$ cat src/rtl/apu_song_sequencer_if.sv
// Sequencer-facing bundle: song control, song ROM port and APU register-write port.
// The sequencer uses the master modport; the surrounding system uses slave.
interface apu_song_sequencer_if #(
  parameter int ADDR_WIDTH = 10
);
  logic                  start;
  logic                  stop;
  logic                  frame_pulse;
  logic [ADDR_WIDTH-1:0] rom_addr;
  logic [15:0]           rom_data;
  logic                  wr_valid;
  logic                  wr_ready;
  logic [1:0]            wr_channel;
  logic [3:0]            wr_reg;
  logic [7:0]            wr_data;
  logic                  playing;
  logic                  error;

  modport master (
    input  start, stop, frame_pulse, rom_data, wr_ready,
    output rom_addr, wr_valid, wr_channel, wr_reg, wr_data, playing, error
  );

  modport slave (
    output start, stop, frame_pulse, rom_data, wr_ready,
    input  rom_addr, wr_valid, wr_channel, wr_reg, wr_data, playing, error
  );
endinterface

$ cat src/rtl/apu_song_sequencer.sv
// Frame-paced song sequencer: walks event words in the song ROM and issues APU register writes.
// Optional event watchdog is built in when APU_SEQ_WATCHDOG_EN is defined.
module apu_song_sequencer #(
  parameter int ADDR_WIDTH = 10
`ifdef APU_SEQ_WATCHDOG_EN
  , parameter int WATCHDOG_LIMIT = 64
`endif
) (
  input logic                  clk,
  input logic                  rst_n,
  apu_song_sequencer_if.master bus
);
  typedef enum logic [2:0] {S_IDLE, S_FETCH, S_DECODE, S_WRITE, S_WAIT} state_t;

  localparam logic [1:0] OP_WRITE = 2'b00;
  localparam logic [1:0] OP_WAIT  = 2'b01;
  localparam logic [1:0] OP_LOOP  = 2'b10;

  state_t                state, state_n;
  logic [ADDR_WIDTH-1:0] pc, pc_n, pc_inc;
  logic [7:0]            cnt, cnt_n;
  logic                  wr_valid, valid_n;
  logic [1:0]            wr_channel, ch_n;
  logic [3:0]            wr_reg, reg_n;
  logic [7:0]            wr_data, data_n;
  logic                  stop_pend, stop_pend_n;
  logic                  start_pend, start_pend_n;
  logic                  wd_trip;

  assign pc_inc = pc + 1'b1;

  always_comb begin
    state_n      = state;
    pc_n         = pc;
    cnt_n        = cnt;
    valid_n      = wr_valid;
    ch_n         = wr_channel;
    reg_n        = wr_reg;
    data_n       = wr_data;
    stop_pend_n  = stop_pend;
    start_pend_n = start_pend;
    case (state)
      S_IDLE: if (bus.start && !bus.stop) begin
        pc_n    = '0;
        state_n = S_FETCH;
      end
      S_FETCH: state_n = S_DECODE;
      S_DECODE: begin
        case (bus.rom_data[15:14])
          OP_WRITE: begin
            ch_n    = bus.rom_data[13:12];
            reg_n   = bus.rom_data[11:8];
            data_n  = bus.rom_data[7:0];
            valid_n = 1'b1;
            state_n = S_WRITE;
          end
          OP_WAIT: begin
            pc_n = pc_inc;
            if (bus.rom_data[7:0] == 8'd0) state_n = S_FETCH;
            else begin
              cnt_n   = bus.rom_data[7:0];
              state_n = S_WAIT;
            end
          end
          OP_LOOP: begin
            pc_n    = bus.rom_data[ADDR_WIDTH-1:0];
            state_n = S_FETCH;
          end
          default: state_n = S_IDLE;
        endcase
        if (wd_trip) begin
          state_n = S_IDLE;
          valid_n = 1'b0;
          pc_n    = pc;
          cnt_n   = cnt;
        end
      end
      S_WRITE: begin
        // Control pulses arriving while a write is pending are parked until it is accepted
        if (bus.wr_ready) begin
          valid_n      = 1'b0;
          stop_pend_n  = 1'b0;
          start_pend_n = 1'b0;
          state_n      = S_FETCH;
          if (stop_pend || bus.stop)        state_n = S_IDLE;
          else if (start_pend || bus.start) pc_n = '0;
          else                              pc_n = pc_inc;
        end else begin
          if (bus.stop)  stop_pend_n  = 1'b1;
          if (bus.start) start_pend_n = 1'b1;
        end
      end
      S_WAIT: if (bus.frame_pulse) begin
        cnt_n = cnt - 8'd1;
        if (cnt == 8'd1) state_n = S_FETCH;
      end
      default: state_n = S_IDLE;
    endcase
    if (state != S_IDLE && state != S_WRITE) begin
      if (bus.stop) begin
        state_n = S_IDLE;
        valid_n = 1'b0;
      end else if (bus.start) begin
        state_n = S_FETCH;
        pc_n    = '0;
        valid_n = 1'b0;
      end
    end
  end

  always_ff @(posedge clk or negedge rst_n) begin
    if (!rst_n) begin
      state      <= S_IDLE;
      pc         <= '0;
      cnt        <= '0;
      wr_valid   <= 1'b0;
      wr_channel <= '0;
      wr_reg     <= '0;
      wr_data    <= '0;
      stop_pend  <= 1'b0;
      start_pend <= 1'b0;
    end else begin
      state      <= state_n;
      pc         <= pc_n;
      cnt        <= cnt_n;
      wr_valid   <= valid_n;
      wr_channel <= ch_n;
      wr_reg     <= reg_n;
      wr_data    <= data_n;
      stop_pend  <= stop_pend_n;
      start_pend <= start_pend_n;
    end
  end

`ifdef APU_SEQ_WATCHDOG_EN
  localparam int WD_W = $clog2(WATCHDOG_LIMIT + 1);
  logic [WD_W-1:0] wd_cnt;
  logic            error_q;

  // Trip on the decode that would be event number WATCHDOG_LIMIT since the last WAIT/IDLE
  assign wd_trip = (state == S_DECODE) && (int'(wd_cnt) >= WATCHDOG_LIMIT - 1);

  always_ff @(posedge clk or negedge rst_n) begin
    if (!rst_n) begin
      wd_cnt  <= '0;
      error_q <= 1'b0;
    end else begin
      if (state == S_IDLE || state == S_WAIT) wd_cnt <= '0;
      else if (state == S_DECODE)             wd_cnt <= wd_cnt + 1'b1;
      if (bus.start && !bus.stop) error_q <= 1'b0;
      else if (wd_trip)           error_q <= 1'b1;
    end
  end

  assign bus.error = error_q;
`else
  assign wd_trip   = 1'b0;
  assign bus.error = 1'b0;
`endif

  assign bus.rom_addr   = pc;
  assign bus.wr_valid   = wr_valid;
  assign bus.wr_channel = wr_channel;
  assign bus.wr_reg     = wr_reg;
  assign bus.wr_data    = wr_data;
  assign bus.playing    = (state != S_IDLE);
endmodule

$ cat src/flat_wrapper.sv
// flat-port wrapper written by rule: the top's interface ports become plain ports
module apu_song_sequencer_flat 
#(
  parameter int ADDR_WIDTH = 10

)
  (clk, rst_n, bus_start, bus_stop, bus_frame_pulse, bus_rom_data, bus_wr_ready, bus_rom_addr, bus_wr_valid, bus_wr_channel, bus_wr_reg, bus_wr_data, bus_playing, bus_error);
  apu_song_sequencer_if #(.ADDR_WIDTH(ADDR_WIDTH)) bus_i ();
  input logic clk;
  input logic rst_n;
  input wire logic [$bits(bus_i.start)-1:0] bus_start;
  input wire logic [$bits(bus_i.stop)-1:0] bus_stop;
  input wire logic [$bits(bus_i.frame_pulse)-1:0] bus_frame_pulse;
  input wire logic [$bits(bus_i.rom_data)-1:0] bus_rom_data;
  input wire logic [$bits(bus_i.wr_ready)-1:0] bus_wr_ready;
  output wire logic [$bits(bus_i.rom_addr)-1:0] bus_rom_addr;
  output wire logic [$bits(bus_i.wr_valid)-1:0] bus_wr_valid;
  output wire logic [$bits(bus_i.wr_channel)-1:0] bus_wr_channel;
  output wire logic [$bits(bus_i.wr_reg)-1:0] bus_wr_reg;
  output wire logic [$bits(bus_i.wr_data)-1:0] bus_wr_data;
  output wire logic [$bits(bus_i.playing)-1:0] bus_playing;
  output wire logic [$bits(bus_i.error)-1:0] bus_error;
  assign bus_i.start = bus_start;
  assign bus_i.stop = bus_stop;
  assign bus_i.frame_pulse = bus_frame_pulse;
  assign bus_i.rom_data = bus_rom_data;
  assign bus_i.wr_ready = bus_wr_ready;
  assign bus_rom_addr = bus_i.rom_addr;
  assign bus_wr_valid = bus_i.wr_valid;
  assign bus_wr_channel = bus_i.wr_channel;
  assign bus_wr_reg = bus_i.wr_reg;
  assign bus_wr_data = bus_i.wr_data;
  assign bus_playing = bus_i.playing;
  assign bus_error = bus_i.error;
  apu_song_sequencer #(.ADDR_WIDTH(ADDR_WIDTH)) u_core (.clk(clk), .rst_n(rst_n), .bus(bus_i));
endmodule
$ cat config.mk
export PLATFORM = sky130hd
export DESIGN_NAME = apu_song_sequencer_flat
export DESIGN_NICKNAME = d
export VERILOG_FILES = /design/src/rtl/apu_song_sequencer_if.sv /design/src/rtl/apu_song_sequencer.sv /design/src/flat_wrapper.sv
export SDC_FILE = /design/constraint.sdc
export NUM_CORES = 1
export LEC_CHECK = 0
export CORE_ASPECT_RATIO = 0.9
export CORE_MARGIN = 8
export CORE_UTILIZATION = 57
export CTS_CLUSTER_SIZE = 24
export DETAILED_ROUTE_END_ITERATION = 12
export PLACE_DENSITY = 0.82
export SLEW_MARGIN = 20
export SYNTH_ARGS = -nofsm -noshare
export SYNTH_HDL_FRONTEND = slang
export SYNTH_SLANG_ARGS = --single-unit
$ cat constraint.sdc
create_clock -name clk -period 4.2 [get_ports clk]
set_clock_uncertainty 0.2 [all_clocks]
set_input_delay 0.42 -clock clk [delete_from_list [all_inputs] [get_ports clk]]
set_output_delay 0.42 -clock clk [all_outputs]
set_load 0.01 [all_outputs]
# Word-level counts from Yosys, hierarchy flattened
# Index checks and enable logic that the tools add are counted.
# op_classes
muxes,34
n_eq_ne,11
addsub,2
reduce_logical,16
# ops
op,count
10-bit 2-to-1 mux,7
10-bit case mux with 3 select lines,1
3-bit 2-to-1 mux,8
8-bit 2-to-1 mux,3
10-bit case mux with 2 select lines,1
8-bit case mux with 2 select lines,1
3-bit case mux with 5 select lines,1
10-bit by 1-bit adder with 10-bit output (second input constant),1
1-bit 2-to-1 mux,10
3-bit case mux with 3 select lines,1
8-bit by 1-bit equality test with 1-bit output (second input constant),1
8-bit zero test,1
8-bit by 1-bit subtractor with 8-bit output (second input constant),1
3-bit by 2-bit equality test with 1-bit output (second input constant),2
2-bit != test (second input constant),3
2-bit AND reduction,3
2-bit nonzero test,3
4-bit AND reduction,1
3-bit by 1-bit equality test with 1-bit output (second input constant),1
3-bit equality test (second input constant),1
3-bit zero test,1
3-bit by 2-bit != test with 1-bit output (second input constant),1
3-bit nonzero test,1
2-bit by 1-bit equality test with 1-bit output (second input constant),1
6 further kinds,8
# word_totals
input_bits,22
output_inout_bits,27
ff_bits,38
wordCells,72

# Logic depth before layout (Yosys ltp)
# depth
depth_word,8
mapped_depth,8
depth_no_buf,7

# Worst setup path after synthesis
# No wires, ideal clock.
# synth_timing
kind,input port to flip-flop
start,input port bus_rom_data[14]
end,"register u_core.pc[7], in the netlist u_core.bus.rom_addr[7]"
t_required_ns,3.874
setup_ns,0.126
stages,8
t_arrival_ns,1.686
path_buffers,2
setup_slack_ns,2.187
cell_sequence,inv_1 -> ha_1 -> clkbuf_1 -> and3_1 -> buf_2 -> a21oi_1 -> o21ai_1 -> a311o_1
# synth_between
elab_chain_len,6
elab_cells_between_ends,7
classes_between,2 x eq/ne; 5 x mux
# synth_lines
element,line,source
"start, declared",flat_wrapper.sv:14,input wire logic [$bits(bus_i.rom_data)-1:0] bus_rom_data;
2-bit equality test or 2-bit by 1-bit equality test with 1-bit output (tied branches),apu_song_sequencer.sv:49,case (bus.rom_data[15:14])
10-bit case mux with 2 select lines *,apu_song_sequencer.sv:49,
10-bit case mux with 3 select lines *,apu_song_sequencer.sv:42,case (state)
10-bit 2-to-1 mux,apu_song_sequencer.sv:103,end else if (bus.start) begin
10-bit 2-to-1 mux,apu_song_sequencer.sv:100,if (bus.stop) begin
10-bit 2-to-1 mux *,apu_song_sequencer.sv:99,if (state != S_IDLE && state != S_WRITE) begin
named net u_core.pc_n[7],apu_song_sequencer.sv:20,"logic [ADDR_WIDTH-1:0] pc, pc_n, pc_inc;"
"end signal, assigned",apu_song_sequencer.sv:124,pc <= pc_n;
"end, declared",apu_song_sequencer.sv:20,
# Mark *: on every way through the listed nets, which the timed path passes. The rest lies on a longest branch.
# A chain may end at the register's enable or synchronous reset.

# Final worst setup path
# layout_timing
start,register u_core.state[2]
end,output port bus_playing
# layout_between
elab_chain_len,1
# layout_lines
element,line,source
"start, declared",apu_song_sequencer.sv:19,"state_t state, state_n;"
"start signal, assigned",apu_song_sequencer.sv:123,state <= state_n;
3-bit nonzero test,apu_song_sequencer.sv:166,assign bus.playing = (state != S_IDLE);
"end, declared",flat_wrapper.sv:21,output wire logic [$bits(bus_i.playing)-1:0] bus_playing;
# No other way between the ends.

==> results.md <==
- Number of remaining DRC errors: 0
- Leak: 1.27 nW
- Detail Route Antenna Nets: 0
- Max Cap Viol: 0
- Via count: 2,498
- Post-DP HPWL: 5240 um
- Hold_buf cts: 0
- Fillcell total: 398
- H-tree levels: 2
- Gate power share: 41.5%
- Sw Share: 38.2%
- Antenna violations before repair: 0
- Sequential Power Share: 41.8%
- Most frequent cell after synthesis: dfrtp_1
- Post-route cell area: 0.00314 mm2
- Die width: 87.3 um
- Largest net degree at the start of global routing: 39
- Clk_lat worst skew: 0.30 ns
- Area of the multi-input gates: 0.00155 mm2
- Area leader, netlist: dfrtp_1
- Critical path class: flop to output port
- Synth cell count leaders: dfrtp_1, nand2_1, nor2_1
- Yosys top cell area share: 36.4%
- Final nets: 370
- Top cells by area, synth: dfrtp_1, mux2_1, a21oi_1, nand2_1, nor2_1
- Critical path startpoint category: flop
- Core ar.: 0.00443 mm2
- DR pass1 iterations: 5
- Max Fanout on Critical Path: 19
- Minimum clock period: 2.59 ns
- Vias per cell: 6.21
- GRT Total Usage: 21.1%
- Async SR Flop Fraction: 100%
- Final WL: 7240 um
- Status: completed
- RePlAce Congestion: 0.938
- Post-DP Area: 0.00306 mm2
- Switch Pwr: 0.572 mW
- Ant diodes: 0
- Yosys warnings: 0
- Register area: 951 um2
- Register area share after synthesis: 36.4%
- RSZ-0062 raised after global routing: no
- Hold Violations, Final: 0
- Data required, critical path: 3.58 ns
- WP data arrival: 1.97 ns
- Final-report max-slew violation count: 0
- CTS tree: yes
- Syn Std Cell Area: 0.00261 mm2
- Netlist cell types: 53
- VDD IR-drop max: 287 uV
- Die height: 80.2 um
- Max-slew headroom: 43.6%
- Area Growth Syn to Fin: 20.4%
- Internal Power: 0.925 mW
- Setup TNS: 0 ns
- Setup Viol. Count Final: 0
- Setup repair bufs after CTS: 0
- Worst min path class: input pin to asynchronous set/reset pin
- Clock Tree Buf Depth: 2
- Dominant synthesized flop cell: dfrtp_1
- CP Launch Point: u_core.state[2]$_DFF_PN0_
- Vias in the first global route: 2,253
- Number of flops mapped to enable cells by yosys: 0
- Crit. End Element: output port
- Clk pwr share: 16.6%
- Root Buffer: clkbuf_8
- Largest register FFs: 10
- Pwr dens: 477 mW/mm2
- Fin crit share: 61.6%
- Starting density of the core: 58.9%
- Layout cell share with drive strength beyond 1: 6.47%
- Global-route wire length before repair: 11,600 um
- Clock sinks: 38
- Initial detailed-routing violation count: 205
- Post-CTS Resized: 0
- Clock Pin Slew Worst Setup and Hold Paths: 0.08 ns
- Synth Instances: 302
- FF+latch count, synth: 38
- FMAX: 386 MHz
- Fin util: 70.9%
- Worst slew pin tran: 0.846 ns
- Num CTS Buffers: 5
- Top-level port count: 49
- RR Startpoint: u_core.state[2]$_DFF_PN0_
- Port Buf Inserts: 47
- Site Rows: 23
- Syn Area/Cell: 8.64 um2
- Avg WL per Cell: 18.0 um
- Die area: 0.00700 mm2
- GRT Residual Overflow: 0
- Syn Nets: 332
==> layout by cell type (no fill, tap or decap), types with 3 or more instances in the layout <==
| cell type | n |
|---|---|
| a2bb2oi_1 | 3 |
| clkbuf_8 | 5 |
| and2b_1 | 3 |
| nand2b_1 | 4 |
| a211oi_1 | 6 |
| o21ai_0 | 6 |
| nor4_1 | 8 |
| inv_1 | 6 |
| nand3_1 | 10 |
| or3_1 | 5 |
| mux2_1 | 14 |
| nor2_1 | 29 |
| a22oi_1 | 7 |
| a31oi_1 | 5 |
| nor2b_1 | 6 |
| or3b_1 | 3 |
| o21ai_1 | 19 |
| nand2_1 | 30 |
| and3_1 | 3 |
| xor2_1 | 3 |
| clkdlybuf4s50_1 | 46 |
| a21oi_1 | 28 |
| o31a_1 | 3 |
| o31ai_1 | 3 |
| o22ai_1 | 3 |
| ha_1 | 8 |
| dfrtp_1 | 38 |
==> worst paths after layout <==
path                                                         to  slack, ns  cells after the start
setup / recovery                                    bus_playing       1.61                      3
hold / removal                 u_core.bus.rom_addr[3]$_DFF_PN0_       0.02                      1
setup reg to reg                      u_core.cnt[0]$_DFFE_PN0P_       1.81                      5
hold reg to reg            u_core.bus.wr_channel[0]$_DFFE_PN0P_       0.29                      1
max in group asynchronous          u_core.stop_pend$_DFFE_PN0P_       3.24                      1
min in group clk           u_core.bus.wr_channel[0]$_DFFE_PN0P_       0.29                      1
==> cells by family after synthesis <==
| logic type | Yosys count | synth area share, % |
|---|---|---|
| muxes | 15 | 6.42 |
| DFF | 38 | 36.4 |
| AOI/OAI and AO/OA | 94 | 22.9 |
| other | 1 | 0.144 |
| adders and majority gates | 8 | 3.84 |
| and+or+nand+nor | 121 | 24.9 |
| buffers and inverters | 22 | 4.31 |
| xor gates and xnor gates | 3 | 1.01 |
==> per-stage QoR <==
| stage | power [mW] | worst slack (ns) | instances | hold slack (ns) |
|---|---|---|---|---|
| after global placement | 1.23 | 1.47 | 395 | 0.266 |
| final | 1.50 | 1.61 | 402 | 0.0230 |
| after global routing | 1.59 | 1.47 | 402 | 0.107 |
| after floorplan | 0.964 | 2.19 | 302 | -0.0756 |
| after CTS | 1.50 | 1.63 | 402 | 0.0531 |
| after detailed placement | 1.25 | 1.41 | 395 | 0.274 |
==> critical path, stage by stage, from the launching register on <==
cell and delay [ns]:
dfrtp_1 0.79, inv_1 0.24, nand2_1 0.10, clkdlybuf4s50_1 0.53
==> cell type report <==
class / count / share of cell area, %
Clock inverter: 2 / 0.319
Sequential cell: 38 / 30.3
Clock buffer: 5 / 2.19
Timing Repair Buffer: 47 / 14.8
Inverter: 6 / 0.717
Multi-Input combinational cell: 242 / 49.2
Tap cell: 62 / 2.47
==> power groups by stage <==
stage	logic, mW	clock network [mW]	registers [mW]
after floorplan	0.341	0	0.624
after global placement	0.607	0	0.624
after detailed placement	0.622	0	0.629
after CTS	0.626	0.251	0.624
after global routing	0.679	0.259	0.648
final	0.622	0.249	0.626
==> layer usage <==
layer / share of wire, % / up-vias / global-route usage, %
met5: 0 / - / 0
met4: 1.8 / 0 / 9.09
met3: 7.3 / 15 / 4.49
met2: 45 / 116 / 30.7
met1: 46 / 1190 / 29.4
li1: - / 1177 / -
No activity file was read; power rests on OpenSTA's default activity.
